[src/rtl/seg7_pkg.sv]
// Shared definitions for the scrolling 7-segment display: blank pattern,
// hex glyph table and a counter-width helper.
package seg7_pkg;

  localparam logic [7:0] SEG_BLANK = 8'hFF;

  // Active-low {g,f,e,d,c,b,a} glyph for one hex nibble.
  function automatic logic [6:0] seg7_hex(input logic [3:0] nib);
    logic [6:0] s;
    case (nib)
      4'h0: s = 7'b1000000;
      4'h1: s = 7'b1111001;
      4'h2: s = 7'b0100100;
      4'h3: s = 7'b0110000;
      4'h4: s = 7'b0011001;
      4'h5: s = 7'b0010010;
      4'h6: s = 7'b0000010;
      4'h7: s = 7'b1111000;
      4'h8: s = 7'b0000000;
      4'h9: s = 7'b0010000;
      4'hA: s = 7'b0001000;
      4'hB: s = 7'b0000011;
      4'hC: s = 7'b1000110;
      4'hD: s = 7'b0100001;
      4'hE: s = 7'b0000110;
      default: s = 7'b0001110;
    endcase
    return s;
  endfunction

  // Bits needed to hold a counter running 0..n-1 (at least one bit).
  function automatic int cnt_w(input int n);
    return (n > 1) ? $clog2(n) : 1;
  endfunction

endpackage

[src/rtl/hex_to_seg7.sv]
// Combinational hex-nibble to active-low 7-segment decoder.
module hex_to_seg7
  import seg7_pkg::*;
(
  input  logic [3:0] nib_i,
  output logic [6:0] seg_o
);

  assign seg_o = seg7_hex(nib_i);

endmodule

[src/rtl/bcd_scroll_display.sv]
// Scrolling message display: rotates a nibble message one digit per scroll
// tick (or on demand) and time-multiplexes it onto a shared 7-segment bus.
module bcd_scroll_display
  import seg7_pkg::*;
#(
  parameter int          CLK_HZ    = 100_000_000,
  parameter int          SCROLL_HZ = 3,
  parameter int          SCAN_HZ   = 1000,
  parameter int          DIGITS    = 8,
  parameter logic [31:0] INIT_MSG  = 32'h42024137
) (
  input  logic                  clk,
  input  logic                  rst,
  input  logic                  en,
  input  logic                  dir,
  input  logic                  step,
  input  logic                  load,
  input  logic [4*DIGITS-1:0]   load_data,
  output logic [4*DIGITS-1:0]   msg,
  output logic                  scroll_tick,
  output logic [DIGITS-1:0]     an,
  output logic [7:0]            seg
);

  localparam int MSG_W      = 4 * DIGITS;
  localparam int SCROLL_DIV = CLK_HZ / SCROLL_HZ;
  localparam int SCAN_DIV   = CLK_HZ / SCAN_HZ;
  localparam int SCROLL_W   = cnt_w(SCROLL_DIV);
  localparam int SCAN_W     = cnt_w(SCAN_DIV);
  localparam int IDX_W      = cnt_w(DIGITS);

  logic [SCROLL_W-1:0] scroll_cnt_q, scroll_cnt_d;
  logic                scroll_tick_q, scroll_wrap;
  logic [MSG_W-1:0]    msg_q, msg_d, msg_rot;
  logic [SCAN_W-1:0]   scan_cnt_q, scan_cnt_d;
  logic                scan_wrap;
  logic                started_q, started_d;
  logic [IDX_W-1:0]    idx_q, idx_d;
  logic [DIGITS-1:0]   an_q, an_d;
  logic [7:0]          seg_q, seg_d;
  logic [3:0]          nib;
  logic [6:0]          glyph;

  // Digit idx always shows nibble idx of the live message.
  assign nib = msg_q[{idx_q, 2'b00} +: 4];

  hex_to_seg7 u_dec (
    .nib_i (nib),
    .seg_o (glyph)
  );

  // Next-state logic for prescalers, message and scan outputs.
  always_comb begin
    scroll_wrap  = (scroll_cnt_q == SCROLL_W'(SCROLL_DIV - 1));
    scroll_cnt_d = scroll_wrap ? '0 : scroll_cnt_q + 1'b1;

    msg_rot = dir ? {msg_q[3:0], msg_q[MSG_W-1:4]}
                  : {msg_q[MSG_W-5:0], msg_q[MSG_W-1:MSG_W-4]};
    // load beats any rotation; step and an enabled tick merge into one rotate
    msg_d = msg_q;
    if (load)
      msg_d = load_data;
    else if (step || (scroll_wrap && en))
      msg_d = msg_rot;

    scan_wrap  = (scan_cnt_q == SCAN_W'(SCAN_DIV - 1));
    scan_cnt_d = scan_wrap ? '0 : scan_cnt_q + 1'b1;
    // The first scan wrap after reset only arms the outputs on index 0.
    started_d  = started_q | scan_wrap;
    idx_d      = idx_q;
    if (scan_wrap && started_q)
      idx_d = (idx_q == IDX_W'(DIGITS - 1)) ? '0 : idx_q + 1'b1;

    an_d  = started_q ? ~(DIGITS'(1) << idx_q) : '1;
    seg_d = started_q ? {1'b1, glyph} : SEG_BLANK;
  end

  // State and output registers with synchronous reset.
  always_ff @(posedge clk) begin
    if (rst) begin
      scroll_cnt_q  <= '0;
      scroll_tick_q <= 1'b0;
      msg_q         <= INIT_MSG[MSG_W-1:0];
      scan_cnt_q    <= '0;
      started_q     <= 1'b0;
      idx_q         <= '0;
      an_q          <= '1;
      seg_q         <= SEG_BLANK;
    end else begin
      scroll_cnt_q  <= scroll_cnt_d;
      scroll_tick_q <= scroll_wrap;
      msg_q         <= msg_d;
      scan_cnt_q    <= scan_cnt_d;
      started_q     <= started_d;
      idx_q         <= idx_d;
      an_q          <= an_d;
      seg_q         <= seg_d;
    end
  end

  assign msg         = msg_q;
  assign scroll_tick = scroll_tick_q;
  assign an          = an_q;
  assign seg         = seg_q;

endmodule

[config.mk]
export PLATFORM = sky130hd
export DESIGN_NAME = bcd_scroll_display
export DESIGN_NICKNAME = d
export VERILOG_FILES = /design/src/rtl/seg7_pkg.sv /design/src/rtl/hex_to_seg7.sv /design/src/rtl/bcd_scroll_display.sv
export SDC_FILE = /design/constraint.sdc
export NUM_CORES = 1
export LEC_CHECK = 0
export ABC_CLOCK_PERIOD_IN_PS = 7300
export CAP_MARGIN = 10
export CORE_AREA = 3 3 108 110
export DETAILED_ROUTE_END_ITERATION = 8
export DIE_AREA = 0 0 111 113
export PLACE_DENSITY = 0.74
export SLEW_MARGIN = 20
export SYNTH_ARGS = -nofsm -noshare
export SYNTH_HDL_FRONTEND = slang
export SYNTH_SLANG_ARGS = --single-unit
[constraint.sdc]
create_clock -name clk -period 7.3 [get_ports clk]
set_input_delay 1.46 -clock clk [delete_from_list [all_inputs] [get_ports clk]]
set_output_delay 1.46 -clock clk [all_outputs]
set_load 0.1 [all_outputs]
==> reports/results.txt <==
The routed layout has 4037 vias. The cell count along the critical path is 1. The number of CTS-inserted buffers is 9. The sequential cell area fraction in the yosys report was 0.393. The share of synthesized cell area in and, or, nand and nor gates works out to 0.208. In the final routed layout, each cell accounts on average for 15.0 um. The logs give 0.444 for the starting utilization of the core area and 0 for the number of antenna violations at the first check in global routing. The min-delay analysis places its worst path in the category register to register. Across the run, the number of max-cap violations was 0. After synthesis the netlist holds a flip-flop and latch count of 94. The tools report the met3 layer usage reported by global route as 0.0310. The number of enable-type register cells in the synthesized netlist came out at 0. Summed over all cells, the static leakage comes to 0.00231 uW. The antenna diode count was 0; the global-route track usage on met2 was 0.320. On the worst path, the slowest cell contributes a delay of 1.19 ns. The final core utilization was 0.545. The worst setup path is of the register to primary output kind. From bottom edge to top edge, the die measures 113 um. Final weighted congestion in routability-driven placement: 0.900. The instance count along the most critical hold path works out to 1.

In the routed layout, each cell is associated on average with a via count of 5.38. The buffer levels on the longest clock path is 2. The die covers 0.0125 mm2.

Once detail routing completed, the nets flagged for antenna violations numbered 0. After global routing, the most crowded layer is met2. Buffer count from post-CTS setup fixing: 0. CTS built an H-tree with a depth of 3. Summed over all layers, the routed wires come to 11.3 mm.

The total grt overflow was 0. Share of layout cells above drive strength 1: 0.0590. Before antenna repair, the detailed router went through 4 iterations. The maximum fanout encountered on the critical timing path came out at 5. Setup repair after global routing left no endpoint under its margin.

The netlist uses 46 different library cells. In the synthesized netlist, the number of instances is 538. The kind of launch point of the worst setup path is a register. The buffer cell driving the clock tree root is sky130_fd_sc_hd__clkbuf_8. The top cell type's share of synthesized area is 0.393.

The buffer and inverter count on the worst path came out at 1. The number of clock sinks seen by CTS is 94, and the largest net degree at the start of global routing is 66. The detailed router finished its first iteration with 214 violations.

The number of hold violations in the final report came out at 0. The commonest cells after synthesis are sky130_fd_sc_hd__dfxtp_1 (94), sky130_fd_sc_hd__nor2_1 (91), sky130_fd_sc_hd__mux2i_1 (63), sky130_fd_sc_hd__nand2_1 (45), sky130_fd_sc_hd__o21ai_0 (29). Setup TNS: 0 ns.

After synthesis, the largest family of logic cells by area is simple AND/OR/NAND/NOR gates. The worst relative slew slack came out at 0.318. The netlist area before placement was 0.00479 mm2.

The tools report the standard cell area after detailed placement as 0.00568 mm2. Compared with the post-synthesis result, the final layout area differs by 22.8%. The async set-or-reset flop fraction in the synthesized netlist works out to 0. The pre-CTS setup slack is 3.82 ns, and the total of warnings raised by yosys is 0. Row generation in the floorplan step produced 38 rows. The worst setup path is captured at a primary output. The run gives 0.218 as the met1 usage.

The most used flip-flop cell after synthesis is sky130_fd_sc_hd__dfxtp_1. For the pin with the worst max-slew slack, the measured transition is 0.994 ns. On the critical path, the stage with the largest delay is an instance of sky130_fd_sc_hd__clkdlybuf4s50_1.

After filler insertion, the fill cell instance count of the layout stands at 990. Pin placement for this block handled 87 I/O pins. The final max-slew violation count was 0.

The flow ran to the end, and the final reports show no timing, DRC or antenna violations. Ranked by total cell area, the synthesized netlist is headed by sky130_fd_sc_hd__dfxtp_1 (39%), sky130_fd_sc_hd__mux2i_1 (13%), sky130_fd_sc_hd__nor2_1 (7.1%). Synthesis produced a netlist with a net count of 590. After clock tree synthesis, the flow added hold-fix buffers numbering 0.

Timing would allow up to 287 MHz. The xor and xnor fraction of the mapped netlist area was 0.0640. The core region is 0.0108 mm2. For this run, the post-layout net count is 657. Setup violations remaining at the end of the flow were counted as 0. The number of global-route vias before repair is 3909, and the final cycle utilization of the critical path is 0.477. Total routing usage reported by global routing: 0.179. Clock latency on the worst-skew pair, taken at its later pin, is 0.36 ns.

The minimum clock period came out at 3.48 ns. Across the routed clock network, the largest skew measured is 0.0185 ns. The die is 111 um wide. The most common cell in the synthesized netlist is sky130_fd_sc_hd__dfxtp_1. Once routing completed, OpenROAD measured the worst setup slack at 3.82 ns. Input and output buffers added on the ports amount to 85. Data on the critical path is required at its endpoint by 5.84 ns. The total of cells resized after clock tree synthesis is 0, and the placed wire-length estimate is 8.08 mm. The number of DRC violations after detailed routing is 0, and the worst IR drop on VDD is 94.7 uV. Grouping stages by cell kind, the critical path spends the most delay in buffers and inverters. The adder and majority cell fraction of the synthesized area is 0.0366. The proportion of synthesized area in mux cells works out to 0.164. A synthesized cell averages 8.91 um2. The critical path goes through clkdlybuf4s50_1. The power density normalized to cell area is 196 mW/mm2, and the number of cells on the worst reg-to-reg path is 7.

The biggest area contributor in the post-synthesis netlist is sky130_fd_sc_hd__dfxtp_1. At the worst endpoint, the arrival time is 2.02 ns. The first global-routing pass estimated 18.7 mm of wire. The final non-filler cell area is 0.00588 mm2, and the clock transition at the registers of the reported paths is 0.09 ns.

The share of the synthesized area in compound gates (AO/OA/AOI/OAI) was 0.0909. TritonCTS built the clock tree.
final cells by class:
| type | instances | area, um2 | share of cell area |
|---|---|---|---|
| Inverter | 14 | 52.6 | 0.00893 |
| Clock inverter | 5 | 63.8 | 0.0108 |
| Timing Repair Buffer | 87 | 856 | 0.145 |
| Sequential cell | 94 | 1880 | 0.320 |
| Clock buffer | 11 | 141 | 0.0240 |
| Multi-Input combinational cell | 399 | 2710 | 0.461 |
| Tap cell | 140 | 175 | 0.0298 |
stage by stage:
stage	instances	total power, uW	hold slack [ns]
final	750	1150	0.485
after global routing	750	1200	0.525
after CTS	750	1170	0.488
after detailed placement	734	810	0.467
after global placement	734	805	0.453
after floorplan	538	742	0.438
sequential cells by signal (all words and copies together), names as in the netlist:
register / flops
scroll_tick: 1
scroll_cnt_q: 25
idx_q: 3
scan_cnt_q: 17
started_q: 1
an: 8
seg: 7
msg: 32
layout by cell type (no fill, tap or decap), drive strengths merged, types with 11 or more instances in the layout:
cell type and n:
a21oi 17, o21ai 29, mux2i 63, ha 14
inv 17, nor2 91, nand2 45, xor2 26
dfxtp 94, clkbuf 11, clkdlybuf4s50 83, nand3 21
final timing paths:
check / startpoint / to / slack [ns]
hold / removal: scroll_cnt_q[0] / scroll_cnt_q[0] / 0.48
hold reg to reg: scroll_cnt_q[0] / scroll_cnt_q[0] / 0.48
setup / recovery: msg[2] / msg[2] / 3.82
setup reg to reg: idx_q[0] / seg[0] / 4.13
power breakdown:
group          internal [uW]  switching (uW)  total [uW]
sequential               529            24.3         553
clock                    172             183         355
combinational           79.7             166         245
layer usage:
metal	wire length, um	up-vias	share of wire
met5	0	-	0
met3	493	15	0.044
met1	4970	1922	0.44
met2	5610	105	0.50
met4	184	0	0.016
li1	-	1995	-
logic make-up (layout without fill, tap and decap cells):
kind of cell / after synthesis / after routing
muxes: 71 / 71
DFF: 94 / 94
xor gates and xnor gates: 35 / 35
AOI/OAI and AO/OA: 70 / 70
other: 1 / 1
adders and majority gates: 14 / 14
and+or+nand+nor: 208 / 208
buffers and inverters: 45 / 117
Power figures use the tool's default switching activity.
